--- config.mk ---
export PLATFORM = sky130hd
export DESIGN_NAME = preview_fifo_wr_arb
export DESIGN_NICKNAME = d
export VERILOG_FILES = /design/src/rtl/preview_fifo_pkg.sv /design/src/rtl/preview_fifo_rr_pick.sv /design/src/rtl/preview_fifo_wr_arb.sv
export SDC_FILE = /design/constraint.sdc
export NUM_CORES = 1
export LEC_CHECK = 0
export ABC_AREA = 1
export CAP_MARGIN = 15
export CORE_UTILIZATION = 45
export DETAILED_ROUTE_END_ITERATION = 8
export GPL_ROUTABILITY_DRIVEN = 0
export HOLD_SLACK_MARGIN = 0.12
export PLACE_DENSITY = 0.8
export SLEW_MARGIN = 20
export SYNTH_ARGS = -nofsm -noshare
export SYNTH_HDL_FRONTEND = slang
export SYNTH_SLANG_ARGS = --single-unit
--- constraint.sdc ---
create_clock -name clk -period 4.95 [get_ports clk]
set_input_delay 1.2375 -clock clk [delete_from_list [all_inputs] [get_ports clk]]
set_output_delay 1.2375 -clock clk [all_outputs]
set_load 0.02 [all_outputs]
--- src/rtl/preview_fifo_pkg.sv ---
// preview_fifo_pkg: shared encodings and types for preview_fifo and its write arbiter
package preview_fifo_pkg;
  localparam logic [2:0] WRREQ_IDLE = 3'b001;
  localparam logic [2:0] WRREQ_ONE  = 3'b010;
  localparam logic [2:0] WRREQ_TWO  = 3'b100;
  typedef enum logic {ARB_IDLE, ARB_LOCKED} arb_state_e;
  function automatic int wrap_inc(input int i, input int n);
    return (i + 1) % n;
  endfunction
endpackage

--- src/rtl/preview_fifo_rr_pick.sv ---
// preview_fifo_rr_pick: first asserted request at or after ptr, wrapping modulo N
module preview_fifo_rr_pick #(
  parameter int N = 2,
  localparam int CW = $clog2(N)
) (
  input  logic [N-1:0]  req,
  input  logic [CW-1:0] ptr,
  output logic [CW-1:0] gnt_idx,
  output logic          gnt_any
);
  // scan farthest offset first so the nearest request from ptr wins
  always_comb begin
    gnt_idx = ptr;
    gnt_any = 1'b0;
    for (int k = N - 1; k >= 0; k--) begin
      if (req[(int'(ptr) + k) % N]) begin
        gnt_idx = CW'((int'(ptr) + k) % N);
        gnt_any = 1'b1;
      end
    end
  end
endmodule

--- src/rtl/preview_fifo_wr_arb.sv ---
// preview_fifo_wr_arb: round-robin packet arbiter for the preview_fifo write port
module preview_fifo_wr_arb
  import preview_fifo_pkg::*;
#(
  parameter int WIDTH   = 8,
  parameter int N       = 2,
  parameter int TIMEOUT = 16,
  localparam int CW = $clog2(N)
) (
  input  logic             clk,
  input  logic             rst,
  input  logic [N-1:0]     req_valid,
  input  logic [N-1:0]     req_two,
  input  logic [N-1:0]     req_last,
  input  logic [N*WIDTH-1:0] req_d0,
  input  logic [N*WIDTH-1:0] req_d1,
  output logic [N-1:0]     req_ready,
  input  logic [1:0]       full,
  output logic [2:0]       wrreq,
  output logic [WIDTH-1:0] id0,
  output logic [WIDTH-1:0] id1,
  output logic             busy,
  output logic [CW-1:0]    owner,
  output logic             err_timeout,
  output logic [31:0]      wr_words
);
  localparam int WDW = $clog2(TIMEOUT);
  arb_state_e state, nstate;
  logic [CW-1:0] rr_ptr, pick_idx, w;
  logic [WDW-1:0] wd_cnt;
  logic [WIDTH-1:0] id0_q, id1_q;
  logic pick_any, two, last, acc, wd_to;
  preview_fifo_rr_pick #(.N(N)) u_pick (
    .req(req_valid),
    .ptr(rr_ptr),
    .gnt_idx(pick_idx),
    .gnt_any(pick_any)
  );
  assign w     = state == ARB_LOCKED ? owner : pick_idx;
  assign two   = req_two[w];
  assign last  = req_last[w];
  assign acc   = ~rst & (state == ARB_LOCKED ? req_valid[w] : pick_any) & (two ? ~full[1] : ~full[0]);
  assign wd_to = state == ARB_LOCKED & ~req_valid[owner] & wd_cnt == WDW'(TIMEOUT - 1);
  assign busy  = state == ARB_LOCKED;
  // state register
  always_ff @(posedge clk or posedge rst)
    if (rst) state <= ARB_IDLE;
    else state <= nstate;
  // lock on a non-last beat, release on a last beat or watchdog expiry
  always_comb
    nstate = state == ARB_IDLE ? (acc & ~last ? ARB_LOCKED : ARB_IDLE)
                               : ((acc & last) | wd_to ? ARB_IDLE : ARB_LOCKED);
  // handshake and FIFO write port; data holds its last written value when idle
  always_comb begin
    req_ready = acc ? {{(N-1){1'b0}}, 1'b1} << w : '0;
    wrreq     = acc ? (two ? WRREQ_TWO : WRREQ_ONE) : WRREQ_IDLE;
    id0       = acc ? req_d0[w*WIDTH +: WIDTH] : id0_q;
    id1       = acc ? req_d1[w*WIDTH +: WIDTH] : id1_q;
  end
  // pointer, owner, watchdog, word counter and data hold registers
  always_ff @(posedge clk or posedge rst)
    if (rst) begin
      rr_ptr      <= '0;
      owner       <= '0;
      wd_cnt      <= '0;
      err_timeout <= 1'b0;
      wr_words    <= '0;
      id0_q       <= '0;
      id1_q       <= '0;
    end else begin
      rr_ptr      <= (acc & last) ? CW'(wrap_inc(int'(w), N)) : wd_to ? CW'(wrap_inc(int'(owner), N)) : rr_ptr;
      owner       <= acc ? w : owner;
      wd_cnt      <= busy & ~req_valid[owner] & ~wd_to ? wd_cnt + 1'b1 : '0;
      err_timeout <= wd_to;
      wr_words    <= wr_words + (acc ? (two ? 32'd2 : 32'd1) : 32'd0);
      id0_q       <= acc ? req_d0[w*WIDTH +: WIDTH] : id0_q;
      id1_q       <= acc ? req_d1[w*WIDTH +: WIDTH] : id1_q;
    end
endmodule

==> reports/results.ini <==
[sta]
relSlewSlack_pct=64.6
finalHoldViolations=0
setup_tns_ns=0
drv_slew=0
fin_crit_sh_pct=97.4
rsz0062_at_grt=no
period_needed_ns=4.82
setup_viol=0
skew_ns=0.00986
finalWorstSetupSlack_ns=0.129
worst_pin_slew_ns=0.528
holdWs_ns=0.481
fmax_mhz=207

[synthesis]
synth_most_common_cell=nand2_1
yosys_warnings=0
synth_top_flop_cell=dfrtp_1
synth_cell_types=29
async_reset_ff_share_pct=100
synth-seq-cells=56
yosys.area.top_type=dfrtp_1
yosysTopAreaCellShare_pct=49.6
synth_edf_count=0
syn_inst=321
synthTopCellsByCount=nand2_1 (91), dfrtp_1 (56), inv_1 (39)
synth_seq_area_share_pct=49.6
synth_fp_nets=367
synth_area_leaders=dfrtp_1 (50%), nand2_1 (12%), xor2_1 (6.5%), inv_1 (5.2%), nand3_1 (5.1%)
synth.avg_cell_area_um2=8.80
syn_area_um2=2830

[global_route]
grt_pass1_wl_um=10700
grt_start_max_net_pins=37
grt_pass1_vias=2359
antenna_found_initial=0
gr-usage-all-layers_pct=21.2
globalRouteOverflowTotal=0

[power_and_ir_drop]
p_comb_share_pct=47.8
power_density_nw_per_um2=416
sw_frac_of_total_pct=39.8
power_w=0.00170
switching_power_w=0.000677
seq_power_share_pct=36.7
leakagePower_nw=2.14
internal_power_w=0.00102
ir_drop_mv=0.323
pwr-share-clk_pct=15.5

[setup_path]
required_ns=3.71
r2r_end=wr_words[28]$_DFF_PP0_
cp_max_fo=7
worstPathCellList=clkdlybuf4s50_1, nand2_1, a31oi_1, nand3_4, nor2_4, buf_4, clkdlybuf4s50_1
crit_path_start_kind=input port
reg2reg_depth=16
r2r-start=owner$_DFFE_PP0N_
r2r_slack_ns=1.43
crit_type=in2out
endpoint_kind=output pin
crit_slowest_cell=clkdlybuf4s50_1
cpMostUsedCell=clkdlybuf4s50_1
cp.arrival_ns=3.58
slowest_delay_ns=0.59
crit_start=req_valid[0]

[clock_network]
htree_levels=2
cts_buffers=5
ctsHoldBuffers=0
cts_tree=built
cts.sinks=56
cts_buffer_depth=2
clk_pin_slew_ns=0.10
clk_latency_ns=0.31
cts-root-buf=clkbuf_8

[drt]
route.vias.total=2466
drtIter0Drc=96
wl_per_cell_um=13.4
wirelength_um=6820
met1Wirelength_um=3220
highest_layer=met4
remaining_drc_errors=0
dr.pass1.iters=4
ant_nets=0
wl_met3_um=223
wl_met2_um=3310
vias_per_cell=4.84

[cells_and_area]
area_growth_pct=44.8
drive_gt1_share_pct=9.22
nNetsFinal=479
diodes=0

[die]
io_pins=98
dieArea_um2=6600
num_rows=28
start_util_pct=47.2
fp.dieW_um=81.2
die_h_um=81.2
core_um2=5990

[outcome]
status=finished, final reports clean

[placed_design]
place_ws_ns=0.116
dp_hpwl_um=5090
port_buffers=97

[min_path]
holdCritPathClass=reg2reg
min_to=wd_cnt[0]$_DFF_PP0_
whs_path_depth=1
min_from=wd_cnt[0]$_DFF_PP0_

[job]
maxCapViolCount=0

[worst max-delay path: cells and delay by family]
kind / cells / cell delay (ns)
and+or+nand+nor: 3 / 0.62
buffers and inverters: 3 / 1.28
AOI/OAI and AO/OA: 1 / 0.45
[cell usage in the layout (no fill, tap or decap), types with 3 or more instances in the layout]
cell | netlist | routed
clkdlybuf4s50_1 | 0 | 80
nand2_2 | 4 | 4
nor2_4 | 2 | 5
dfrtp_1 | 56 | 56
inv_1 | 39 | 38
nand3_2 | 2 | 3
xnor2_1 | 11 | 11
clkbuf_8 | 0 | 6
dlymetal6s2s_1 | 0 | 17
nand3_1 | 29 | 29
nor3_1 | 14 | 14
nand4_1 | 7 | 7
nor2_1 | 18 | 18
ha_1 | 3 | 3
nor2_2 | 4 | 4
buf_4 | 0 | 7
nand2_1 | 91 | 91
xor2_1 | 21 | 21
[through the flow]
stage	std cells	util, %	cell area, um2
4_1_cts	500	66.3	3970
2_1_floorplan	321	-	2830
5_1_grt	509	68.3	4090
6_report	509	68.3	4090
3_3_place_gp	492	64.7	3870
3_5_place_dp	492	64.7	3870
[area by class of cell]
class,count,area [um2]
tap,75,93.8
timing repair buffer,105,1070
clock inverter,2,13.8
multi-input combinational,225,1280
sequential,56,1400
fill,458,1900
inverter,40,150
clock buffer,6,82.6
[worst max-delay path by stage]
| stage | end | slack, ns | cells past startpoint |
|---|---|---|---|
| floorplan | wr_words[30]$_DFF_PP0_ | 0.93 | 21 |
| global placement | id0[5] | 0.17 | 12 |
| detailed placement | id1[3] | 0.12 | 12 |
| CTS | id1[3] | 0.1 | 12 |
| global route | req_ready[1] | 0.02 | 11 |
| finish | req_ready[1] | 0.13 | 7 |
[per-layer routing]
metal  up-vias  track usage [%]
met5         -                0
met2        56             35.5
met4         0             5.54
li1       1240                -
met3         6             2.58
met1      1164             29.1
[state kept, by name, summed over array words and instances (netlist names)]
name and cells:
id1_q 8, wd_cnt 4, id0_q 8, owner 1, busy 1, err_timeout 1
rr_ptr 1, wr_words 32
[logic make-up after synthesis]
family / count (synthesis) / share of synthesized area, %
simple gates: 178 / 30.2
fa+ha+maj: 4 / 2.04
buf+inv: 44 / 6.69
xor+xnor: 32 / 9.92
compound gates: 7 / 1.51
flops: 56 / 49.6
[power groups by stage]
stage	combinational [W]	clock, W	sequential (W)
after floorplan	0.000425	0	0.000660
after global placement	0.000775	0	0.000631
after detailed placement	0.000791	0	0.000632
after CTS	0.000795	0.000271	0.000625
after global routing	0.000878	0.000289	0.000640
final	0.000812	0.000264	0.000624
[repair_timing]
action | in CTS | in global routing
hold endpoints to repair | 0 | 0
endpoints found under the setup margin | 0 | 16
resized for setup | 0 | 17
setup buffers | 0 | 5
Note: power is estimated with default switching activity, not from simulation.
